<file path="src/rtl/if_stage.sv">
// Instruction-fetch stage: owns the PC, keeps at most one imem request in flight,
// and feeds decode through an output register backed by a one-entry skid buffer.
package if_pkg;
   typedef struct packed {
      logic [31:0] pc;
      logic [31:0] pcplus4;
   } if_id_t;
endpackage

module if_stage #(
   parameter logic [31:0] RESET_PC = 32'h0000_0000
) (
   input  logic           clk,
   input  logic           reset,
   input  logic           redirect_valid,
   input  logic [31:0]    redirect_pc,
   output logic           imem_req_valid,
   input  logic           imem_req_ready,
   output logic [31:0]    imem_addr,
   input  logic           imem_rsp_valid,
   input  logic [31:0]    imem_rsp_data,
   output logic           id_valid,
   input  logic           id_ready,
   output if_pkg::if_id_t out,
   output logic [31:0]    instr
);

   // Handshakes: a transfer happens on a rising edge where valid and ready are both
   // high. An unaccepted imem request keeps its address and valid stable unless a
   // redirect or reset intervenes; id_valid/out/instr hold while id_ready is low.
   logic [31:0] r_pc;
   logic [31:0] r_req_pc;
   logic        r_outstanding;
   logic        r_drop;
   logic        r_id_valid;
   logic [31:0] r_out_pc;
   logic [31:0] r_out_pcplus4;
   logic [31:0] r_instr;
   logic        r_skid_valid;
   logic [31:0] r_skid_pc;
   logic [31:0] r_skid_instr;

   logic w_rsp_take;
   logic w_hold;
   logic w_req_valid;
   logic w_fire;

   assign w_rsp_take = imem_rsp_valid && r_outstanding && !r_drop;
   assign w_hold     = r_id_valid && !id_ready;

   // A response that lands in the skid this cycle leaves no room for another
   // one, so no follow-up request may be sent alongside it.
   assign w_req_valid = !reset && !redirect_valid && !r_skid_valid
                        && !(w_hold && w_rsp_take)
                        && (!r_outstanding || imem_rsp_valid);
   assign w_fire      = w_req_valid && imem_req_ready;

   always_ff @(posedge clk) begin
      if (reset) begin
         r_pc          <= RESET_PC;
         r_req_pc      <= 32'd0;
         r_outstanding <= 1'b0;
         r_drop        <= 1'b0;
         r_id_valid    <= 1'b0;
         r_out_pc      <= 32'd0;
         r_out_pcplus4 <= 32'd0;
         r_instr       <= 32'd0;
         r_skid_valid  <= 1'b0;
         r_skid_pc     <= 32'd0;
         r_skid_instr  <= 32'd0;
      end else if (redirect_valid) begin
         r_pc         <= redirect_pc;
         r_id_valid   <= 1'b0;
         r_skid_valid <= 1'b0;
         if (imem_rsp_valid) begin
            r_outstanding <= 1'b0;
            r_drop        <= 1'b0;
         end else if (r_outstanding) begin
            r_drop <= 1'b1;
         end
      end else begin
         if (w_fire) begin
            r_req_pc      <= r_pc;
            r_pc          <= r_pc + 32'd4;
            r_outstanding <= 1'b1;
         end else if (imem_rsp_valid) begin
            r_outstanding <= 1'b0;
         end
         if (imem_rsp_valid) begin
            r_drop <= 1'b0;
         end

         if (!w_hold) begin
            if (r_skid_valid) begin
               r_id_valid    <= 1'b1;
               r_out_pc      <= r_skid_pc;
               r_out_pcplus4 <= r_skid_pc + 32'd4;
               r_instr       <= r_skid_instr;
               r_skid_valid  <= w_rsp_take;
            end else if (w_rsp_take) begin
               r_id_valid    <= 1'b1;
               r_out_pc      <= r_req_pc;
               r_out_pcplus4 <= r_req_pc + 32'd4;
               r_instr       <= imem_rsp_data;
            end else begin
               r_id_valid <= 1'b0;
            end
         end else if (w_rsp_take) begin
            r_skid_valid <= 1'b1;
         end

         // Skid payload is only meaningful while r_skid_valid is set.
         if (w_rsp_take) begin
            r_skid_pc    <= r_req_pc;
            r_skid_instr <= imem_rsp_data;
         end
      end
   end

   assign imem_req_valid = w_req_valid;
   assign imem_addr      = r_pc;
   assign id_valid       = r_id_valid;
   assign out            = '{pc: r_out_pc, pcplus4: r_out_pcplus4};
   assign instr          = r_instr;

endmodule
</file>
<file path="config.mk">
export PLATFORM = sky130hd
export DESIGN_NAME = if_stage
export DESIGN_NICKNAME = d
export VERILOG_FILES = /design/src/rtl/if_stage.sv
export SDC_FILE = /design/constraint.sdc
export NUM_CORES = 1
export LEC_CHECK = 0
export ABC_AREA = 1
export BUFFER_PORTS_ARGS = -buffer_cell sky130_fd_sc_hd__buf_2
export CAP_MARGIN = 30
export CORE_ASPECT_RATIO = 0.8
export CORE_MARGIN = 1
export CORE_UTILIZATION = 60
export CTS_CLUSTER_SIZE = 25
export DETAILED_ROUTE_END_ITERATION = 10
export PLACE_DENSITY = 0.87
export REMOVE_ABC_BUFFERS = 1
export SLEW_MARGIN = 20
export SYNTH_ARGS = -nofsm -noshare
export SYNTH_HDL_FRONTEND = slang
export SYNTH_SLANG_ARGS = --single-unit
</file>
<file path="constraint.sdc">
create_clock -name clk -period 3.48 [get_ports clk]
set_input_delay 0.174 -clock clk [delete_from_list [all_inputs] [get_ports clk]]
set_output_delay 0.174 -clock clk [all_outputs]
set_load 0.05 [all_outputs]
</file>
==> summary.md <==
| Metric | Value |
|---|---|
| RSZ-0062 raised after global routing | `false` |
| Status | `complete, but fails checks` |
| Via density | `5.61` |
| Hold Worst Slack | `-0.000196 ns` |
| Number of global-route vias before repair | `about 10k` |
| Post-synth top flop | `dfxtp_1` |
| H-tree levels | `1` |
| IO buf count | `199` |
| Post-synthesis sequential area ratio | `0.432` |
| Worst-path fanout max | `~80` |
| Worst Path Required | `roughly 3.9 ns` |
| Comb power frac | `0.098` |
| Clock Root Buffer | `clkbuf_16` |
| First-pass DRT Iterations | `6` |
| Pwr/cell area | `~470 mW/mm2` |
| WHS Path Cells | `5` |
| R2R depth | `11` |
| Peak supply drop | `around 0.26 mV` |
| Skew final | `0.0169 ns` |
| CTS clock-pin slew for the worst setup and hold paths | `about 0.06 ns` |
| TritonCTS clock tree | `yes` |
| Worst path slowest cell | `dfxtp_2` |
| Number of flops mapped to enable cells by yosys | `0` |
| Final wirelength | `30.4 mm` |
| Cts repair resizes | `0` |
| Mapped Cells | `around 1.5k` |
| Largest net degree at the start of global routing | `around 150` |
| First-pass GRT wire length | `a little under 50 mm` |
| Sequential Power Share | `0.457` |
| Clk Latency, worst-skew pair | `just over 0.5 ns` |
| Core area | `0.0168 mm2` |
| Crit path cell chain | `buf_12 > o21ai_1 > inv_1 > ha_1 > nand3_2 > nor2_4 > nand3b_2 > nor2_2 > nand3_1 > nand2_1 > nor2_1` |
| Routed vias | `approximately 11k` |
| YS warnings | `0` |
| Post-Place Setup Slack | `1.35 ns` |
| Final Setup Violations | `0` |
| Starting density of the core | `0.623` |
| Setup CP Type | `reg2reg` |
| Area growth, synth to finish | `22.1%` |
| 1st-iter DRT viols | `1084` |
| Post-Route Utilization | `0.761` |
| Syn Std Cell Area | `0.0105 mm2` |
| Total GRT Usage | `0.338` |
| Slew headroom | `0.406` |
| Tcrit/Tclk final | `0.627` |
| Maxcap violations | `0` |
| Net Sw Frac | `0.251` |
| Setup slack after layout | `between 1 and 1.5 ns` |
| Clk pwr share | `0.445` |
| CP Launch Type | `register` |
| Hold Crit Class | `in2reg` |
| Max-slew violation count | `0` |
| Leak Pwr | `between 5 and 6 nW` |
| #FFs+latches synth | `about 230` |
| Actual slew at the worst max-slew pin | `between 0.8 and 0.9 ns` |
| Aggregate global routing overflow | `0` |
| Minimum clock period | `approximately 2.2 ns` |
| Final Hold Viols | `1` |
| Die X-Extent | `~150 um` |
| DRT antenna net count | `0` |
| Share of layout cells above drive strength 1 | `0.170` |
| Post-Syn Area per Cell | `6.86 um2` |
| CP max stage delay | `0.37 ns` |
| Antenna cell count | `0` |
| Layout Nets | `roughly 1.8k` |
| Routability-driven placement congestion ratio | `approximately 0.94` |
| Fill count | `around 1.3k` |
| Cell Int Power | `4.48 mW` |
| Routed len/inst | `15.5 um` |
| Post-synth cell types | `42` |
| Clk sink count | `roughly 230` |
| Detail Placement HPWL | `roughly 19 mm` |
| Fmax | `458 MHz` |
| Die Y | `120 um` |
| Die ar. | `about 0.018 mm2` |
| Initial antenna violation count | `0` |
| WP data arrival | `around 2.6 ns` |
| Post-synth ARST share | `0` |
| P_sw | `1.50 mW` |
| Top Ports | `200` |
| Num CTS Buffers | `22` |
| Failing checks | `negative hold slack` |
| Worst Setup End Kind | `register` |
| Row count | `42` |
| Final Power | `roughly 6.0 mW` |
| Residual DRC | `0` |
| Clock buffer depth | `3` |
## sequential cells by signal, summed over array words and instances, names as in the netlist
name,cells
r_out_pcplus4,30
instr,32
r_req_pc,32
r_skid_pc,32
id_valid,1
r_outstanding,1
imem_addr,32
r_out_pc,32
r_skid_valid,1
r_skid_instr,32
r_drop,1
## path summary, 6_finish.rpt
check	to	slack, ns	start
setup / recovery	r_out_pcplus4[24]	1.30	r_skid_valid
hold / removal	imem_addr[23]	-0.0002	redirect_pc[23]
setup reg to reg	r_out_pcplus4[24]	1.30	r_skid_valid
hold reg to reg	r_out_pc[22]	0.46	r_out_pc[22]
## power groups by stage
stage	logic (mW)	clock network [mW]	registers, mW
after floorplan	0.212	0	2.90
after detailed placement	0.527	0	2.78
after CTS	0.577	2.67	2.73
after global placement	0.516	0	2.78
after global routing	0.637	2.79	2.74
final	0.589	2.66	2.73
## logic make-up (layout without fill, tap and decap cells)
logic type,after synthesis,count (layout),synth area share
fa+ha+maj,2,2,0.00239
compound gates,343,343,0.176
buf+inv,206,418,0.0850
flops,226,226,0.432
xor+xnor,13,13,0.0109
simple gates,738,738,0.294
## placed cells by master (no fill, tap or decap), drive strengths merged, types with 3 or more instances in the layout
master	synthesis	final
nand4	5	5
buf	44	212
clkbuf	49	31
xor2	9	9
dlygate4sd3	0	53
nand3	65	65
a211oi	15	15
and2	3	3
nor2	266	266
nand3b	11	11
inv	112	111
a31oi	39	39
nand2	365	365
o21ai	180	180
xnor2	4	4
a21boi	4	4
o21bai	4	4
bufinv	0	4
dfxtp	226	226
nor3	20	20
clkinv	1	6
a21oi	98	98
## synth_stat cells (5+ instances only)
cell type | count | area share
nand2_1 | 350 | 0.13
nor2_1 | 253 | 0.091
dfxtp_1 | 226 | 0.43
o21ai_0 | 165 | 0.079
inv_1 | 108 | 0.039
a21oi_1 | 98 | 0.047
nand3_1 | 61 | 0.029
clkbuf_1 | 47 | 0.017
a31oi_1 | 39 | 0.023
buf_2 | 27 | 0.013
nor3_1 | 20 | 0.0096
a211oi_1 | 15 | 0.011
nand2_2 | 14 | 0.0084
o21ai_1 | 11 | 0.0053
nand3b_1 | 10 | 0.0072
xor2_1 | 9 | 0.0075
nor2_2 | 8 | 0.0048
buf_4 | 7 | 0.0050
buf_6 | 7 | 0.0075
nand4_1 | 5 | 0.0030
## area by class of cell
| cell class | instances | area, um2 | area share |
|---|---|---|---|
| Multi-Input combinational cell | 1096 | 5080 | 0.397 |
| Sequential cell | 226 | 4530 | 0.354 |
| Timing Repair Buffer | 265 | 1670 | 0.130 |
| Clock buffer | 31 | 666 | 0.0520 |
| Inverter | 113 | 430 | 0.0336 |
| Tap cell | 220 | 275 | 0.0215 |
| Clock inverter | 9 | 151 | 0.0118 |
## through the flow
step,area [um2],std cells,TNS [ns]
CTS,12800,1960,0
global route,12800,1960,0
global placement,11400,1866,0
detailed placement,11400,1867,0
floorplan,10000,1435,-200.05
finish,12800,1960,0
## critical path: cells and delay by family, from the launching register on
family,cells,cell delay (ns)
buffers and inverters,2,0.45
adder cells (fa/ha/maj),1,0.20
flip-flops,1,0.37
AO/OA/AOI/OAI,1,0.19
AND/OR/NAND/NOR,7,0.86
## metal layers
| layer | GRT usage | share of wire | vias to the layer above |
|---|---|---|---|
| li1 | - | - | 5360 |
| met1 | 0.470 | 0.44 | 4984 |
| met2 | 0.533 | 0.45 | 566 |
| met3 | 0.0460 | 0.086 | 82 |
| met4 | 0.128 | 0.032 | 0 |
| met5 | 0 | 0 | - |
## repair_timing
| item | CTS | global route |
|---|---|---|
| hold buffers | 53 | 0 |
| setup buffers | 0 | 0 |
| hold endpoints to repair | 85 | 0 |
Note: power is estimated with default switching activity, not from simulation.
